`src/rtl/rr_grant_arbiter_pkg.sv`:
```
// Shared types and defaults for the round-robin grant arbiter and its picker.
package arb_pkg;

  localparam int N_DEF        = 8;
  localparam int IDX_W_DEF    = 3;
  localparam int MAX_HOLD_DEF = 16;

  typedef enum logic {
    ARB_IDLE  = 1'b0,
    ARB_GRANT = 1'b1
  } arb_state_t;

endpackage

```
`src/rtl/rr_grant_arbiter_pick.sv`:
```
// Combinational round-robin picker: first set request at or after ptr (wrapping),
// returned as one-hot, binary index and an any-request flag.
module rr_pick
  import arb_pkg::*;
#(
  parameter int N     = N_DEF,
  parameter int IDX_W = IDX_W_DEF
) (
  input  logic [N-1:0]     req,
  input  logic [IDX_W-1:0] ptr,
  output logic [N-1:0]     pick_oh,
  output logic [IDX_W-1:0] pick_idx,
  output logic             pick_any
);

  localparam logic [N-1:0] ONE_N = {{(N-1){1'b0}}, 1'b1};

  logic [2*N-1:0] rot_dbl_s;
  logic [N-1:0]   rot_s;
  logic [N-1:0]   rot_oh_s;
  logic [2*N-1:0] back_dbl_s;

  // rotate so ptr sits at bit 0, isolate lowest set bit, rotate back
  always_comb begin
    rot_dbl_s  = {req, req} >> ptr;
    rot_s      = rot_dbl_s[N-1:0];
    rot_oh_s   = rot_s & (~rot_s + ONE_N);
    back_dbl_s = {rot_oh_s, rot_oh_s} << ptr;
    pick_oh    = back_dbl_s[2*N-1:N];
    pick_any   = |req;
  end

  // one-hot to binary
  always_comb begin
    pick_idx = {IDX_W{1'b0}};
    for (int i = 0; i < N; i++) begin
      if (pick_oh[i]) begin
        pick_idx = pick_idx | IDX_W'(i);
      end else begin
        pick_idx = pick_idx;
      end
    end
  end

endmodule

```
`src/rtl/rr_grant_arbiter.sv`:
```
// Round-robin arbiter with registered one-hot grant and binary index.
// Optional hold-timeout preemption is built when ARB_TIMEOUT_EN is defined.
module rr_grant_arbiter
  import arb_pkg::*;
#(
  parameter int N     = N_DEF,
  parameter int IDX_W = IDX_W_DEF
`ifdef ARB_TIMEOUT_EN
  , parameter int MAX_HOLD = MAX_HOLD_DEF
`endif
) (
  input  logic             clk,
  input  logic             rst,
  input  logic             en,
  input  logic [N-1:0]     req,
  output logic [N-1:0]     gnt,
  output logic [IDX_W-1:0] gnt_idx,
  output logic             gnt_valid,
  output logic             preempt
);

  arb_state_t       state_q, state_d;
  logic [IDX_W-1:0] ptr_q, ptr_d;
  logic [N-1:0]     gnt_q, gnt_d;
  logic [IDX_W-1:0] gnt_idx_q, gnt_idx_d;
  logic             gnt_valid_q, gnt_valid_d;

  logic [N-1:0]     pick_req_s;
  logic [IDX_W-1:0] pick_ptr_s;
  logic [N-1:0]     pick_oh_s;
  logic [IDX_W-1:0] pick_idx_s;
  logic             pick_any_s;
  logic             owner_req_s;
  logic             timeout_s;

`ifdef ARB_TIMEOUT_EN
  localparam int HOLD_W = $clog2(MAX_HOLD);
  localparam logic [HOLD_W-1:0] HOLD_LAST = HOLD_W'(MAX_HOLD - 1);
  logic [HOLD_W-1:0] hold_cnt_q, hold_cnt_d;
  logic              preempt_q, preempt_d;
`endif

  // While granted, search the others starting just past the owner so it goes last
  assign pick_req_s  = (state_q == ARB_GRANT) ? (req & ~gnt_q) : req;
  assign pick_ptr_s  = (state_q == ARB_GRANT) ? (gnt_idx_q + IDX_W'(1)) : ptr_q;
  assign owner_req_s = |(req & gnt_q);

`ifdef ARB_TIMEOUT_EN
  assign timeout_s = (hold_cnt_q == HOLD_LAST) && owner_req_s && en && pick_any_s;
`else
  assign timeout_s = 1'b0;
`endif

  rr_pick #(
    .N     (N),
    .IDX_W (IDX_W)
  ) u_pick (
    .req      (pick_req_s),
    .ptr      (pick_ptr_s),
    .pick_oh  (pick_oh_s),
    .pick_idx (pick_idx_s),
    .pick_any (pick_any_s)
  );

  // next-state and next-output computation
  always_comb begin
    state_d   = state_q;
    ptr_d     = ptr_q;
    gnt_d     = gnt_q;
    gnt_idx_d = gnt_idx_q;
`ifdef ARB_TIMEOUT_EN
    hold_cnt_d = hold_cnt_q;
    preempt_d  = 1'b0;
`endif
    case (state_q)
      ARB_IDLE: begin
        if (en && pick_any_s) begin
          state_d   = ARB_GRANT;
          gnt_d     = pick_oh_s;
          gnt_idx_d = pick_idx_s;
        end else begin
          state_d = ARB_IDLE;
        end
`ifdef ARB_TIMEOUT_EN
        hold_cnt_d = {HOLD_W{1'b0}};
`endif
      end
      ARB_GRANT: begin
        if (!owner_req_s || timeout_s) begin
          ptr_d = pick_ptr_s;
`ifdef ARB_TIMEOUT_EN
          hold_cnt_d = {HOLD_W{1'b0}};
          preempt_d  = timeout_s;
`endif
          if (en && pick_any_s) begin
            state_d   = ARB_GRANT;
            gnt_d     = pick_oh_s;
            gnt_idx_d = pick_idx_s;
          end else begin
            state_d   = ARB_IDLE;
            gnt_d     = {N{1'b0}};
            gnt_idx_d = {IDX_W{1'b0}};
          end
        end else begin
`ifdef ARB_TIMEOUT_EN
          if (hold_cnt_q != HOLD_LAST) begin
            hold_cnt_d = hold_cnt_q + HOLD_W'(1);
          end else begin
            hold_cnt_d = hold_cnt_q;
          end
`endif
          state_d = ARB_GRANT;
        end
      end
      default: begin
        state_d   = ARB_IDLE;
        gnt_d     = {N{1'b0}};
        gnt_idx_d = {IDX_W{1'b0}};
      end
    endcase
    gnt_valid_d = |gnt_d;
  end

  // state and output registers, synchronous reset
  always_ff @(posedge clk) begin
    if (rst) begin
      state_q     <= ARB_IDLE;
      ptr_q       <= {IDX_W{1'b0}};
      gnt_q       <= {N{1'b0}};
      gnt_idx_q   <= {IDX_W{1'b0}};
      gnt_valid_q <= 1'b0;
    end else begin
      state_q     <= state_d;
      ptr_q       <= ptr_d;
      gnt_q       <= gnt_d;
      gnt_idx_q   <= gnt_idx_d;
      gnt_valid_q <= gnt_valid_d;
    end
  end

`ifdef ARB_TIMEOUT_EN
  // hold counter and preempt pulse
  always_ff @(posedge clk) begin
    if (rst) begin
      hold_cnt_q <= {HOLD_W{1'b0}};
      preempt_q  <= 1'b0;
    end else begin
      hold_cnt_q <= hold_cnt_d;
      preempt_q  <= preempt_d;
    end
  end

  assign preempt = preempt_q;
`else
  assign preempt = 1'b0;
`endif

  assign gnt       = gnt_q;
  assign gnt_idx   = gnt_idx_q;
  assign gnt_valid = gnt_valid_q;

endmodule
```
`config.mk`:
```
export PLATFORM = sky130hd
export DESIGN_NAME = rr_grant_arbiter
export DESIGN_NICKNAME = d
export VERILOG_FILES = /design/src/rtl/rr_grant_arbiter_pkg.sv /design/src/rtl/rr_grant_arbiter_pick.sv /design/src/rtl/rr_grant_arbiter.sv
export SDC_FILE = /design/constraint.sdc
export NUM_CORES = 1
export LEC_CHECK = 0
export ABC_AREA = 1
export CAP_MARGIN = 20
export CORE_ASPECT_RATIO = 2
export CORE_MARGIN = 2
export CORE_UTILIZATION = 40
export DETAILED_ROUTE_END_ITERATION = 10
export PLACE_DENSITY = 0.61
export SLEW_MARGIN = 40
export SYNTH_ARGS = -nofsm -noshare
export SYNTH_HDL_FRONTEND = slang
export SYNTH_HIERARCHICAL = 1
export SYNTH_SLANG_ARGS = --single-unit
export TNS_END_PERCENT = 30
```
`constraint.sdc`:
```
create_clock -name clk -period 7 [get_ports clk]
set_input_delay 1.4 -clock clk [delete_from_list [all_inputs] [get_ports clk]]
set_output_delay 1.4 -clock clk [all_outputs]
set_load 0.02 [all_outputs]
```
==> out/metrics.csv, run 1 <==
metric;value;unit
post_cts_buffers;0;
coreArea;4340;µm²
netlist_top_cells_count;nand2_1 (92), nand3_1 (57), nor2_1 (21), nand2_2 (17), dfxtp_1 (16);
dieHeight;99.2;µm
wirelength;5250;µm
crit_path_frequent_cell;nand2_1;
antenna_found_initial;0;
relSlewSlack;0.466;
max_slew.worst_pin.slew;0.800;ns
cp-end-kind;flop;
synth-edff-count;0;
viasPerCell;5.34;
portBuffers;22;
route.detailed.drc;0;
cts_sinks;16;
total_leakage_power;0.976;nW
vias;1970;
cts.repair.resized;0;
worstPathCellList;clkdlybuf4s50_1 > a21boi_0 > nand2_1 > nand3_1 > nand2_1 > nand2_1 > nand2_1 > inv_1 > nor2_8 > nand2_2 > nand2_1 > nand2_1 > nand2_1 > nand2_1 > o21ai_1 > nand3_1 > nand2_1 > nor2_1 > nand2_1 > nor2_1 > nor2_1;
cap_viol_max_count;0;
fmax;246;MHz
fillers;496;
synth_warnings;6;
start_kind;input pin;
initial_core_util;0.418;
cts-buffers-inserted;3;
critPathRequiredTime;7.12;ns
avgSynthCellArea;6.06;µm²
clock_latency;0.25;ns
rows;34;
drt_iter0_markers;35;
synth_nets;311;
clock_skew;0.00357;ns
synth_most_common_cell;nand2_1;
yosysTopAreaCellShare;0.190;
drv_slew;0;
syn_to_final_growth;13.9;%
antenna_left;0;
p_per_area;569;nW/µm²
status;finished, final reports clean;
crit_path_max_incr_delay;0.54;ns
finalSetupViolCount;0;
synth.cell_area;1810;µm²
dp_cells;366;
critPathMaxFanout;10;
fin_crit_sh;0.580;
diodes;0;
async_flop_share;0;
seq_area_frac_synth;0.177;
avgRoutedWirePerCell;14.2;µm
rsz0062_at_grt;no;
yosysUniqueCellTypes;34;
drive_gt1_frac;0.175;
grt_usage;0.229;
detail_route.first_pass.iterations;4;
final_nets;329;
die_x;51.6;µm
final_cells;369;
slowest_stage;a21boi_0;
gp_congestion;0.930;
netlist_instances;299;
synth_area_leaders;nand2_1 (19%), dfxtp_1 (18%), nand3_1 (16%);
synth_seq_cells;16;
min_path_type;flop to flop;
cts_max_level;1;
cts_tree;built;
die_area;5120;µm²
yosysTopAreaCell;nand2_1;
grt_overflow_total;0;
cts-hold-fix-buffers;0;
grt_pass1_vias;2041;
cts-root-buf;clkbuf_8;
hpwl;4440;µm
synth_top_flop_cell;dfxtp_1;
irDropWorstVdd;0.272;mV
path_clk_slew;0.06;ns
grt_pass1_wl;9000;µm
hold_violations;0;
io_pins;24;
cp.arrival;4.18;ns
grt_max_degree;19;
cts_buffer_depth;2;
min_period;4.06;ns
finalSetupTns;0;ns
crit_type;input pin to flop;
==> final timing paths <==
check / depth (start not counted) / endpoint / start / slack (ns)
worst max-delay path: 21 / gnt_valid / req[5] / 2.94
worst min-delay path: 2 / ptr_q[1] / ptr_q[1] / 0.45
worst max register to register: 22 / gnt[3] / state_q / 3.63
worst min register to register: 2 / ptr_q[1] / ptr_q[1] / 0.45
==> cell usage in the layout (no fill, tap or decap), types with 2 or more instances in the layout <==
cell	count
a21boi_0	7
o21ai_0	5
a21oi_2	2
buf_4	3
nor4_1	2
inv_4	3
nand3_2	8
a21boi_1	2
nor2_4	2
nand3_1	57
inv_2	7
a21oi_1	14
clkdlybuf4s50_1	22
nor2_1	21
clkbuf_8	3
inv_1	11
nand2_1	92
o21ai_1	5
nand2_4	6
nand2_2	17
dfxtp_1	16
==> where the power goes <==
group | switching [mW] | total, mW | leakage (nW) | internal, mW
sequential | 0.0420 | 0.171 | 0.132 | 0.129
combinational | 0.614 | 0.935 | 0.823 | 0.321
clock | 0.0310 | 0.0691 | 0.0216 | 0.0381
==> state kept, by name, indices dropped and copies added (netlist names) <==
register and cells:
gnt 8, gnt_idx 3, ptr_q 3, gnt_valid 1, state_q 1
==> through the flow <==
stage          instance area [µm²]  utilization  power, mW  setup WS, ns  hold slack (ns)
4_1_cts                       2070        0.476       1.18          2.90            0.456
6_report                      2070        0.476       1.18          2.94            0.453
3_5_place_dp                  2020        0.467       1.11          2.67            0.447
5_1_grt                       2070        0.476       1.30          2.61            0.493
3_3_place_gp                  2020        0.467       1.11          2.65            0.440
2_1_floorplan                 1810            -      0.900          3.56            0.424
==> worst max-delay path: cells and delay by family <==
family                 cells  cell delay, ns
AOI/OAI and AO/OA          2            0.62
and+or+nand+nor           17            1.49
buffers and inverters      2            0.65
==> metal layers <==
layer | part of all wire | routed length (µm) | GRT usage
met1 | 0.35 | 1830 | 0.216
met2 | 0.58 | 3040 | 0.453
met4 | 0.056 | 294 | 0.142
met3 | 0.017 | 88 | 0.00601
met5 | 0 | 0 | 0
==> layout make-up <==
class / instances / area [µm²] / share of cell area
Multi-Input combinational cell: 250 / 1310 / 0.633
Tap cell: 54 / 67.6 / 0.0327
Inverter: 21 / 86.3 / 0.0418
Timing Repair Buffer: 25 / 243 / 0.118
Clock buffer: 3 / 41.3 / 0.0200
Sequential cell: 16 / 320 / 0.155
==> cells by family (layout without fill, tap and decap cells) <==
kind of cell,after synthesis,in the layout,synth area share
other,1,1,0.00207
buffers and inverters,33,49,0.102
xor gates and xnor gates,1,1,0.00483
adders and majority gates,1,1,0.00690
AOI/OAI and AO/OA,35,35,0.113
DFF,16,16,0.177
and+or+nand+nor,212,212,0.594
Power figures use the tool's default switching activity.
==> inputs of run 2 (changes only) <==
clock period = 3.76 ns   (was 7 ns; I/O delays follow)
==> out/metrics.csv, run 2 (synthesis gave the netlist of run 1 again) <==
metric;value;unit;change
wirelength;5310;µm;+1.1%
hpwl;4440;µm;about the same
cts-buffers-inserted;3;;unchanged
total_leakage_power;1.01;nW;+3.0%
whs;0.457;ns;+0.00387 ns
mostFrequentLayoutCells;nand2_1 (92), nand3_1 (57), clkdlybuf4s50_1 (22);;
critPathMaxFanout;4;;-6
vias;1941;;-1.5%
route.detailed.drc;0;;unchanged
clock_latency;0.25;ns;about the same
p_per_area;1050;nW/µm²;+84%
dieHeight;99.2;µm;unchanged
crit_start;req[2];;
fmax;302;MHz;
cap_viol_max_count;0;;unchanged
viasPerCell;5.18;;-3.0%
crit_type;input pin to flop;;
cts_buffer_depth;2;;unchanged
cts.repair.resized;0;;unchanged
max_slew.worst_pin.slew;0.565;ns;-0.236 ns
grt_max_degree;19;;unchanged
drive_gt1_frac;0.190;;+0.0154
cts_sinks;16;;unchanged
fin_crit_sh;0.879;;
r2r_setup_slack;0.83;ns;-2.80 ns
grt_usage;0.238;;+0.00927
irDropWorstVdd;0.465;mV;+71%
path_clk_slew;0.06;ns;about the same
min_period;3.31;ns;
grt_pass1_wl;9270;µm;+2.9%
hold_violations;0;;unchanged
die_x;51.6;µm;unchanged
cts-hold-fix-buffers;0;;unchanged
grt_pass1_vias;2003;;-1.9%
final_common_cell;nand2_1;;
die_area;5120;µm²;unchanged
cts_tree;built;;
initial_core_util;0.418;;unchanged
final_nets;335;;+1.8%
cts_max_level;1;;unchanged
min_path_type;flop to flop;;
cts-root-buf;clkbuf_8;;
diodes;0;;unchanged
drv_slew;0;;unchanged
largest_reg_flops;8;;unchanged
cp-end-kind;flop;;
antenna_found_initial;0;;unchanged
status;finished, final reports clean;;
antenna_left;0;;unchanged
syn_to_final_growth;16.4;%;
rows;34;;unchanged
relSlewSlack;0.622;;+0.157
finalSetupTns;0;ns;unchanged
finalSetupViolCount;0;;unchanged
hp-start;ptr_q[1];;
io_pins;24;;unchanged
cp.arrival;3.43;ns;-0.75 ns
avgRoutedWirePerCell;14.1;µm;-0.53%
timing.rr.start;state_q;;
clock_skew;0.00232;ns;-0.00125 ns
coreArea;4340;µm²;unchanged
drt_iter0_markers;42;;+20%
start_kind;input pin;;
post_cts_buffers;0;;unchanged
rsz0062_at_grt;no;;
critPathRequiredTime;3.88;ns;-3.24 ns
portBuffers;22;;unchanged
gp_congestion;0.894;;-3.9%
detail_route.first_pass.iterations;4;;unchanged
grt_overflow_total;0;;unchanged
[run 2: cell count changes in the layout (fill, tap and decap cells not counted)]
cell   before  now
buf_4       3    9
[run 2: final timing paths]
check / endpoint / cells past startpoint
hold reg to reg: ptr_q[1] / 2
setup reg to reg: gnt_valid / 22
setup / recovery: gnt_valid / 22
hold / removal: ptr_q[1] / 2
[run 2: layout make-up]
cell class,instances,area [µm²]
Clock buffer,3,41.3
Timing Repair Buffer,31,288
Sequential cell,16,320
Inverter,21,86.3
Tap cell,54,67.6
Fill cell,470,2230
Multi-Input combinational cell,250,1310
[run 2: worst max-delay path, cell delays in order]
cell	delay (ns)
clkdlybuf4s50_1	0.47
a21boi_0	0.46
nand2_1	0.15
nand3_1	0.09
nand2_1	0.07
nand2_1	0.07
nand2_2	0.10
inv_1	0.09
nor2_1	0.05
o21ai_1	0.20
nand2_1	0.10
and2_1	0.19
nand2_1	0.06
nand2_1	0.05
inv_1	0.06
nor2_1	0.04
nand2_1	0.08
nand2_1	0.06
nor2_1	0.10
nand2_1	0.06
nor2_1	0.08
nor2_1	0.04
[run 2: routing by layer]
layer / vias up / part of all wire / global-route usage
li1: 1026 / - / -
met1: 867 / 0.37 / 0.232
met2: 36 / 0.58 / 0.482
met3: 12 / 0.020 / 0.00901
met4: 0 / 0.031 / 0.103
met5: - / 0 / 0
[run 2: stage by stage]
step / area (µm²) / instances / utilization / power, mW / worst slack (ns)
after floorplan: 1810 / 299 / - / 1.68 / 0.964
after global placement: 2070 / 372 / 0.477 / 2.09 / 0.225
after detailed placement: 2070 / 372 / 0.477 / 2.09 / 0.221
after CTS: 2110 / 375 / 0.486 / 2.23 / 0.487
after global routing: 2110 / 375 / 0.486 / 2.47 / 0.115
final: 2110 / 375 / 0.486 / 2.22 / 0.454
[run 2: power breakdown]
group          switching (mW)  internal, mW
logic                    1.16         0.612
clock network          0.0592        0.0710
registers              0.0707         0.240
total                    1.29         0.924
==> inputs of run 3 (changes only) <==
SKIP_LAST_GASP = 1   (was not set)
==> results of run 3 <==
The final DEF is identical to that of run 2; final timing and power are the same.
